==> config.mk <==
export PLATFORM = sky130hd
export DESIGN_NAME = instr_control_unit_flat
export DESIGN_NICKNAME = d
export VERILOG_FILES = /design/src/rtl/instr_control_unit_if.sv /design/src/rtl/instr_control_unit.sv /design/src/flat_wrapper.sv
export SDC_FILE = /design/constraint.sdc
export NUM_CORES = 1
export LEC_CHECK = 0
export ABC_AREA = 1
export CAP_MARGIN = 20
export CORE_MARGIN = 5
export CORE_UTILIZATION = 53
export DETAILED_ROUTE_END_ITERATION = 10
export GPL_ROUTABILITY_DRIVEN = 0
export PLACE_DENSITY = 0.82
export SETUP_SLACK_MARGIN = 0.5
export SYNTH_ARGS = -nofsm -noshare
export SYNTH_HDL_FRONTEND = slang
export SYNTH_SLANG_ARGS = --single-unit
==> constraint.sdc <==
create_clock -name clk -period 4.2 [get_ports clk]
set_input_delay 1.05 -clock clk [delete_from_list [all_inputs] [get_ports clk]]
set_output_delay 1.05 -clock clk [all_outputs]
set_load 0.02 [all_outputs]
==> src/rtl/instr_control_unit_if.sv <==
// Fetch and datapath-control bundle for instr_control_unit.
// master: the control unit. slave: the memory/datapath side (or a bench).
interface instr_control_unit_if #(
    parameter int PC_W = 64
);
    logic [31:0]     instr;
    logic            instr_valid;
    logic [3:0]      Status;
    logic [PC_W-1:0] pc;
    logic            instr_req;
    logic            W;
    logic            K_SEL;
    logic            C0;
    logic            EN_ALU;
    logic            EN_B;
    logic [4:0]      SA;
    logic [4:0]      SB;
    logic [4:0]      DA;
    logic [4:0]      FS;
    logic [63:0]     K;
    logic            halted;
    logic            illegal;

    modport master (
        input  instr, instr_valid, Status,
        output pc, instr_req, W, K_SEL, C0, EN_ALU, EN_B, SA, SB, DA, FS, K,
               halted, illegal
    );

    modport slave (
        output instr, instr_valid, Status,
        input  pc, instr_req, W, K_SEL, C0, EN_ALU, EN_B, SA, SB, DA, FS, K,
               halted, illegal
    );
endinterface

==> src/rtl/instr_control_unit.sv <==
// Fetch/execute sequencer: holds PC and IR, decodes the instruction and drives
// the regfile/ALU control word. Two cycles per instruction (FETCH, EXECUTE);
// HALT is absorbing until reset.
// Optional feature macro: CU_COND_BRANCH_EN -- adds the flag register and the
// BZ/BNZ conditional branches; without it those opcodes decode as illegal.
module instr_control_unit #(
    parameter int PC_W = 64
) (
    input  logic                 clk,
    input  logic                 rst,
    instr_control_unit_if.master bus
);
    localparam logic [4:0] FS_ADD = 5'b01000;
    localparam logic [4:0] FS_SUB = 5'b01010;
    localparam logic [4:0] FS_AND = 5'b00000;
    localparam logic [4:0] FS_OR  = 5'b00100;

    localparam logic [1:0] S_FETCH = 2'd0;
    localparam logic [1:0] S_EXEC  = 2'd1;
    localparam logic [1:0] S_HALT  = 2'd2;

    localparam logic [5:0] OP_NOP  = 6'h00;
    localparam logic [5:0] OP_ADD  = 6'h01;
    localparam logic [5:0] OP_SUB  = 6'h02;
    localparam logic [5:0] OP_AND  = 6'h03;
    localparam logic [5:0] OP_ORR  = 6'h04;
    localparam logic [5:0] OP_MOV  = 6'h05;
    localparam logic [5:0] OP_ADDI = 6'h08;
    localparam logic [5:0] OP_SUBI = 6'h09;
    localparam logic [5:0] OP_ANDI = 6'h0A;
    localparam logic [5:0] OP_ORRI = 6'h0B;
    localparam logic [5:0] OP_MOVI = 6'h0C;
    localparam logic [5:0] OP_B    = 6'h10;
    localparam logic [5:0] OP_BZ   = 6'h11;
    localparam logic [5:0] OP_BNZ  = 6'h12;
    localparam logic [5:0] OP_HALT = 6'h3F;

    logic [1:0]      state;
    logic [PC_W-1:0] pc_q;
    logic [31:0]     ir;
    logic [5:0]      op;
    logic            alu_op;
    logic            is_halt;
    logic            take_br;
    logic [PC_W-1:0] br_off;
    logic [PC_W-1:0] pc_next;

    assign op     = ir[31:26];
    // imm26 is a word offset: sign-extend and scale to bytes
    assign br_off = {{(PC_W-28){ir[25]}}, ir[25:0], 2'b00};
    // modulo-2^PC_W arithmetic, wrap is intentional
    assign pc_next = take_br ? (pc_q + br_off) : (pc_q + PC_W'(4));

    // instr_req is held low while reset is asserted even though state is FETCH
    assign bus.pc        = pc_q;
    assign bus.instr_req = (state == S_FETCH) && rst;
    assign bus.halted    = (state == S_HALT);

`ifdef CU_COND_BRANCH_EN
    logic [3:0] flags;  // {V,C,N,Z}

    // capture datapath status on the execute edge of ALU-writing ops only
    always_ff @(posedge clk or negedge rst) begin
        if (!rst)
            flags <= 4'd0;
        else if (state == S_EXEC && alu_op)
            flags <= bus.Status;
    end
`else
    logic unused_status;
    assign unused_status = ^{bus.Status, alu_op};
`endif

    // decode IR into the control word; idle/reset word outside EXECUTE
    always_comb begin
        bus.W       = 1'b0;
        bus.EN_ALU  = 1'b0;
        bus.EN_B    = 1'b0;
        bus.K_SEL   = 1'b0;
        bus.C0      = 1'b0;
        bus.SA      = 5'd31;
        bus.SB      = 5'd31;
        bus.DA      = 5'd31;
        bus.FS      = FS_ADD;
        bus.K       = 64'd0;
        bus.illegal = 1'b0;
        alu_op      = 1'b0;
        is_halt     = 1'b0;
        take_br     = 1'b0;
        if (state == S_EXEC) begin
            case (op)
                OP_NOP: ;
                OP_ADD, OP_SUB, OP_AND, OP_ORR,
                OP_ADDI, OP_SUBI, OP_ANDI, OP_ORRI: begin
                    bus.W      = 1'b1;
                    bus.EN_ALU = 1'b1;
                    alu_op     = 1'b1;
                    bus.DA     = ir[25:21];
                    bus.SA     = ir[20:16];
                    // op[3] separates immediate forms from register forms
                    if (op[3]) begin
                        bus.K_SEL = 1'b1;
                        bus.K     = {48'd0, ir[15:0]};
                    end else begin
                        bus.SB = ir[15:11];
                    end
                    case (op)
                        OP_ADD, OP_ADDI: bus.FS = FS_ADD;
                        OP_SUB, OP_SUBI: begin
                            bus.FS = FS_SUB;
                            bus.C0 = 1'b1;
                        end
                        OP_AND, OP_ANDI: bus.FS = FS_AND;
                        default:         bus.FS = FS_OR;
                    endcase
                end
                OP_MOV: begin
                    bus.W    = 1'b1;
                    bus.EN_B = 1'b1;
                    bus.DA   = ir[25:21];
                    bus.SB   = ir[15:11];
                end
                OP_MOVI: begin
                    // R31 reads as zero, so 0 + K loads the immediate
                    bus.W      = 1'b1;
                    bus.EN_ALU = 1'b1;
                    alu_op     = 1'b1;
                    bus.K_SEL  = 1'b1;
                    bus.DA     = ir[25:21];
                    bus.K      = {48'd0, ir[15:0]};
                end
                OP_B: take_br = 1'b1;
`ifdef CU_COND_BRANCH_EN
                OP_BZ:  take_br = flags[0];
                OP_BNZ: take_br = ~flags[0];
`endif
                OP_HALT: is_halt = 1'b1;
                default: bus.illegal = 1'b1;
            endcase
        end
    end

    // FETCH/EXECUTE/HALT sequencing, PC and IR update
    always_ff @(posedge clk or negedge rst) begin
        if (!rst) begin
            state <= S_FETCH;
            pc_q  <= '0;
            ir    <= 32'd0;
        end else begin
            case (state)
                S_FETCH: begin
                    if (bus.instr_valid) begin
                        ir    <= bus.instr;
                        state <= S_EXEC;
                    end
                end
                S_EXEC: begin
                    if (is_halt) begin
                        state <= S_HALT;
                    end else begin
                        pc_q  <= pc_next;
                        state <= S_FETCH;
                    end
                end
                S_HALT:  state <= S_HALT;
                default: state <= S_FETCH;
            endcase
        end
    end
endmodule

==> src/flat_wrapper.sv <==
// flat-port wrapper written by rule: the top's interface ports become plain ports
module instr_control_unit_flat 
#(
    parameter int PC_W = 64
)
  (clk, rst, bus_instr, bus_instr_valid, bus_Status, bus_pc, bus_instr_req, bus_W, bus_K_SEL, bus_C0, bus_EN_ALU, bus_EN_B, bus_SA, bus_SB, bus_DA, bus_FS, bus_K, bus_halted, bus_illegal);
  instr_control_unit_if #(.PC_W(PC_W)) bus_i ();
  input  logic clk;
  input  logic rst;
  input wire logic [$bits(bus_i.instr)-1:0] bus_instr;
  input wire logic [$bits(bus_i.instr_valid)-1:0] bus_instr_valid;
  input wire logic [$bits(bus_i.Status)-1:0] bus_Status;
  output wire logic [$bits(bus_i.pc)-1:0] bus_pc;
  output wire logic [$bits(bus_i.instr_req)-1:0] bus_instr_req;
  output wire logic [$bits(bus_i.W)-1:0] bus_W;
  output wire logic [$bits(bus_i.K_SEL)-1:0] bus_K_SEL;
  output wire logic [$bits(bus_i.C0)-1:0] bus_C0;
  output wire logic [$bits(bus_i.EN_ALU)-1:0] bus_EN_ALU;
  output wire logic [$bits(bus_i.EN_B)-1:0] bus_EN_B;
  output wire logic [$bits(bus_i.SA)-1:0] bus_SA;
  output wire logic [$bits(bus_i.SB)-1:0] bus_SB;
  output wire logic [$bits(bus_i.DA)-1:0] bus_DA;
  output wire logic [$bits(bus_i.FS)-1:0] bus_FS;
  output wire logic [$bits(bus_i.K)-1:0] bus_K;
  output wire logic [$bits(bus_i.halted)-1:0] bus_halted;
  output wire logic [$bits(bus_i.illegal)-1:0] bus_illegal;
  assign bus_i.instr = bus_instr;
  assign bus_i.instr_valid = bus_instr_valid;
  assign bus_i.Status = bus_Status;
  assign bus_pc = bus_i.pc;
  assign bus_instr_req = bus_i.instr_req;
  assign bus_W = bus_i.W;
  assign bus_K_SEL = bus_i.K_SEL;
  assign bus_C0 = bus_i.C0;
  assign bus_EN_ALU = bus_i.EN_ALU;
  assign bus_EN_B = bus_i.EN_B;
  assign bus_SA = bus_i.SA;
  assign bus_SB = bus_i.SB;
  assign bus_DA = bus_i.DA;
  assign bus_FS = bus_i.FS;
  assign bus_K = bus_i.K;
  assign bus_halted = bus_i.halted;
  assign bus_illegal = bus_i.illegal;
  instr_control_unit #(.PC_W(PC_W)) u_core (.clk(clk), .rst(rst), .bus(bus_i));
endmodule
==> results.md <==
- Status: completed
- CP Capture Type: output port
- Most used DFF post-synth: dfrtp_1
- Num CTS Buffers: 9
- # rows: 48
- TNS Setup: 0 ns
- GRT Util Overall: 28.3%
- Final net count: 1710
- CTS tree: built
- Leakage power: 5.50 nW
- Crit path cell chain: inv_1 > nand2_2 > a21oi_1 > and2_2 > inv_1 > nor2_4 > and3_1 > clkdlybuf4s50_1
- RR Startpoint: u_core.ir[29]
- Most Frequent Cell on Critical Path: inv_1
- Cell Count, Final, Fillers Out: 1875
- Max Freq: 280 MHz
- Worst Reg-to-Reg Cells: 21
- DIE AREA: 20500 um^2
- Ys async rst share: 100%
- Switching part of the total power: 45.4%
- Layout area overhead: 17.4%
- Clock root buffer: clkbuf_16
- EDFF count, synth: 0
- FF-to-FF End: u_core.bus.pc[58]
- I/O pin cnt: 195
- Worst Setup Slack, final: 0.631 ns
- Dpl ws: 0.549 ns
- Crit share post-route: 85.0%
- Antenna Nets Post-Route: 0
- Count of final setup violators: 0
- Htree depth: 3
- Min cycle time layout: 3.57 ns
- Antenna violations before repair: 0
- Int Power: 0.00233 W
- Max Root-Sink Buffers: 2
- RSZ-0062 raised after global routing: true
- Seq/Total Area, Yosys: 25.5%
- Most used routing layer: met2
- Hold Path Stages: 2
- Synthesized area: 9420 um^2
- Register-to-register setup slack: 0.64 ns
- Via count: 10300
- Slew at the pin closest to its max-slew limit: 0.896 ns
- WP data required: 3.15 ns
- Inst Count DP: 1859
- Worst min path class: register to register
- DRT Pass-1 Iters: 8
- Mean Syn Cell Area: 6.16 um^2
- WL final: 29400 um
- Synth unique cells: 44
- Vias in the first global route: 9102
- Worst setup SP type: register
- Layout cells sized above 1: 6.48%
- Clock sink count: 96
- Vias per inst: 5.48
- Top Family by Delay on Critical Path: buffers and inverters
- Combinational fraction of design power: 44.7%
- Pin count of the biggest net entering global routing: 89
- Synth warn: 0
- Max Cap Viol: 0
- Starting density of the core: 54.3%
- Die span in x: 143 um
- Cell count after synthesis: 1529
- Commonest non-fill, non-tap cells in the layout: nand2_1, inv_1, nor2_1
- IR Drop Worst-Case VDD: 262 uV
- Normalized max-slew margin: 40.2%
- WP data arrival: 2.52 ns
- Clk network pwr share: 19.6%
- Met2 GRT Util: 44.7%
- Origin of the worst min-delay path: u_core.bus.pc[63]
- IO buf count: 138
- Final hold vios: 0
- Power Density: 386 nW/um^2
- Detailed Place HPWL: 22800 um
- Worst hold path endpoint: u_core.bus.pc[63]
- Most common cell after layout, fill and taps aside: nand2_1
- Worst-Skew Late Latency: 0.37 ns
- Slowest stage delay, CP: 0.60 ns
- CP Max Fanout: 8
- Die height: 143 um
- P_sw: 0.00194 W
- Final Util: 63.8%
- Grt ovf: 0
- CTS clk-pin slew, worst paths: 0.08 ns
- Met3 usage: 4.69%
- Clock skew: 0.0119 ns
- GR Util met1: 40.2%
- Crit path kind: register to output port
- Slew Viols, Final: 0
- Wirelength per Cell: 15.7 um
- Bufs and invs on worst path: 3
- Core area: 17400 um^2
- DRT iter0 DRCs: 1160
- Synth Register Bits: 96
- DR DRC count: 0
- Diodes inserted: 0
- Reg power frac: 35.7%
- Final hold slack: 0.525 ns
- CP max stage cell: clkdlybuf4s50_1
- First-pass GRT wire length: 46800 um
[worst reg2reg max path, cell delays in order (launching register included)]
cell     delay [ns]
dfrtp_2        0.50
nor2_8         0.16
nand2_4        0.07
nor2_8         0.07
nand2_1        0.12
nor2_2         0.19
inv_1          0.08
fa_1           0.44
o21ai_2        0.21
nand2_1        0.08
nand2_1        0.14
nand3_1        0.09
nand2_1        0.18
nand2_1        0.07
nand2_1        0.18
nand2_1        0.07
nand2_1        0.20
nand3_1        0.21
nand3_1        0.14
nand2_1        0.06
nand3_1        0.09
nand2_1        0.07
[kinds of logic (layout without fill, tap and decap cells)]
kind of cell / Yosys count / in the layout / synth area share [%]
AOI/OAI and AO/OA: 206 / 206 / 12.6
xor gates and xnor gates: 43 / 43 / 4.08
adders and majority gates: 26 / 26 / 3.53
buffers and inverters: 292 / 362 / 14.7
DFF: 96 / 96 / 25.5
other: 1 / 52 / 0.0398
and+or+nand+nor: 865 / 865 / 39.5
[flip-flops by register name, summed over array words and instances (netlist names)]
name,cells
u_core.bus.pc,62
u_core.ir,32
u_core.state,2
[timing repair]
action	in CTS	in global routing
pin swaps	0	0
buffers inserted	0	0
endpoints found under the hold margin	0	0
gates resized for setup	2	21
setup endpoints to repair	4	45
hold buffers	0	0
[synthesized netlist by cell type (all sizes together) (2+ instances only)]
cell,instances,area (um^2)
nand2,514,2000
nor2,205,902
inv,195,734
o21ai,107,536
dfrtp,96,2400
nand3,88,453
buf,72,559
a21oi,50,250
nand4,35,219
o41ai,33,289
ha,25,313
xor2,25,226
clkbuf,24,90.1
xnor2,18,158
nand3b,7,52.6
nor3,7,35.0
a21o,4,30.0
a31oi,4,25.0
o21a,3,22.5
and2,2,12.5
and3,2,12.5
nor3b,2,15.0
nor4,2,12.5
o21bai,2,15.0
[metrics by stage]
stage	cell area [um^2]	total power, W
floorplan	9620	0.00269
global placement	10700	0.00337
detailed placement	10700	0.00342
CTS	11000	0.00426
global route	11100	0.00453
finish	11100	0.00427
[metal layers]
| metal | wire length, um | vias up | part of all wire [%] |
|---|---|---|---|
| li1 | - | 5008 | - |
| met1 | 12600 | 4662 | 43 |
| met2 | 13200 | 550 | 45 |
| met3 | 2890 | 51 | 9.9 |
| met4 | 638 | 0 | 2.2 |
| met5 | 0 | - | 0 |
[power groups by stage]
stage	clock network (W)	logic, W	registers, W
after floorplan	0	0.00106	0.00163
after global placement	0	0.00185	0.00151
after detailed placement	0	0.00189	0.00153
after CTS	0.000848	0.00190	0.00151
after global routing	0.000882	0.00209	0.00156
final	0.000838	0.00191	0.00152
[layout make-up]
class	count	area, um^2
well taps	225	282
repair buffers	150	1480
clock buffers	10	229
inverters	196	743
multi-input cells	1192	5880
flip-flops and latches	96	2400
fillers	1652	6290
clock inverters	6	57.6
[worst max-delay path by stage]
stage	from	end	slack, ns	depth (start not counted)
after floorplan	u_core.ir[29]	u_core.bus.pc[42]	1.05	23
after global placement	u_core.ir[29]	u_core.bus.pc[58]	0.62	21
after detailed placement	u_core.ir[29]	u_core.bus.pc[58]	0.55	21
after CTS	u_core.ir[29]	u_core.bus.pc[58]	0.51	21
after global routing	u_core.state[1]	u_core.bus.pc[58]	0.42	21
final	u_core.ir[26]	bus_C0	0.63	8
Power figures use the tool's default switching activity.
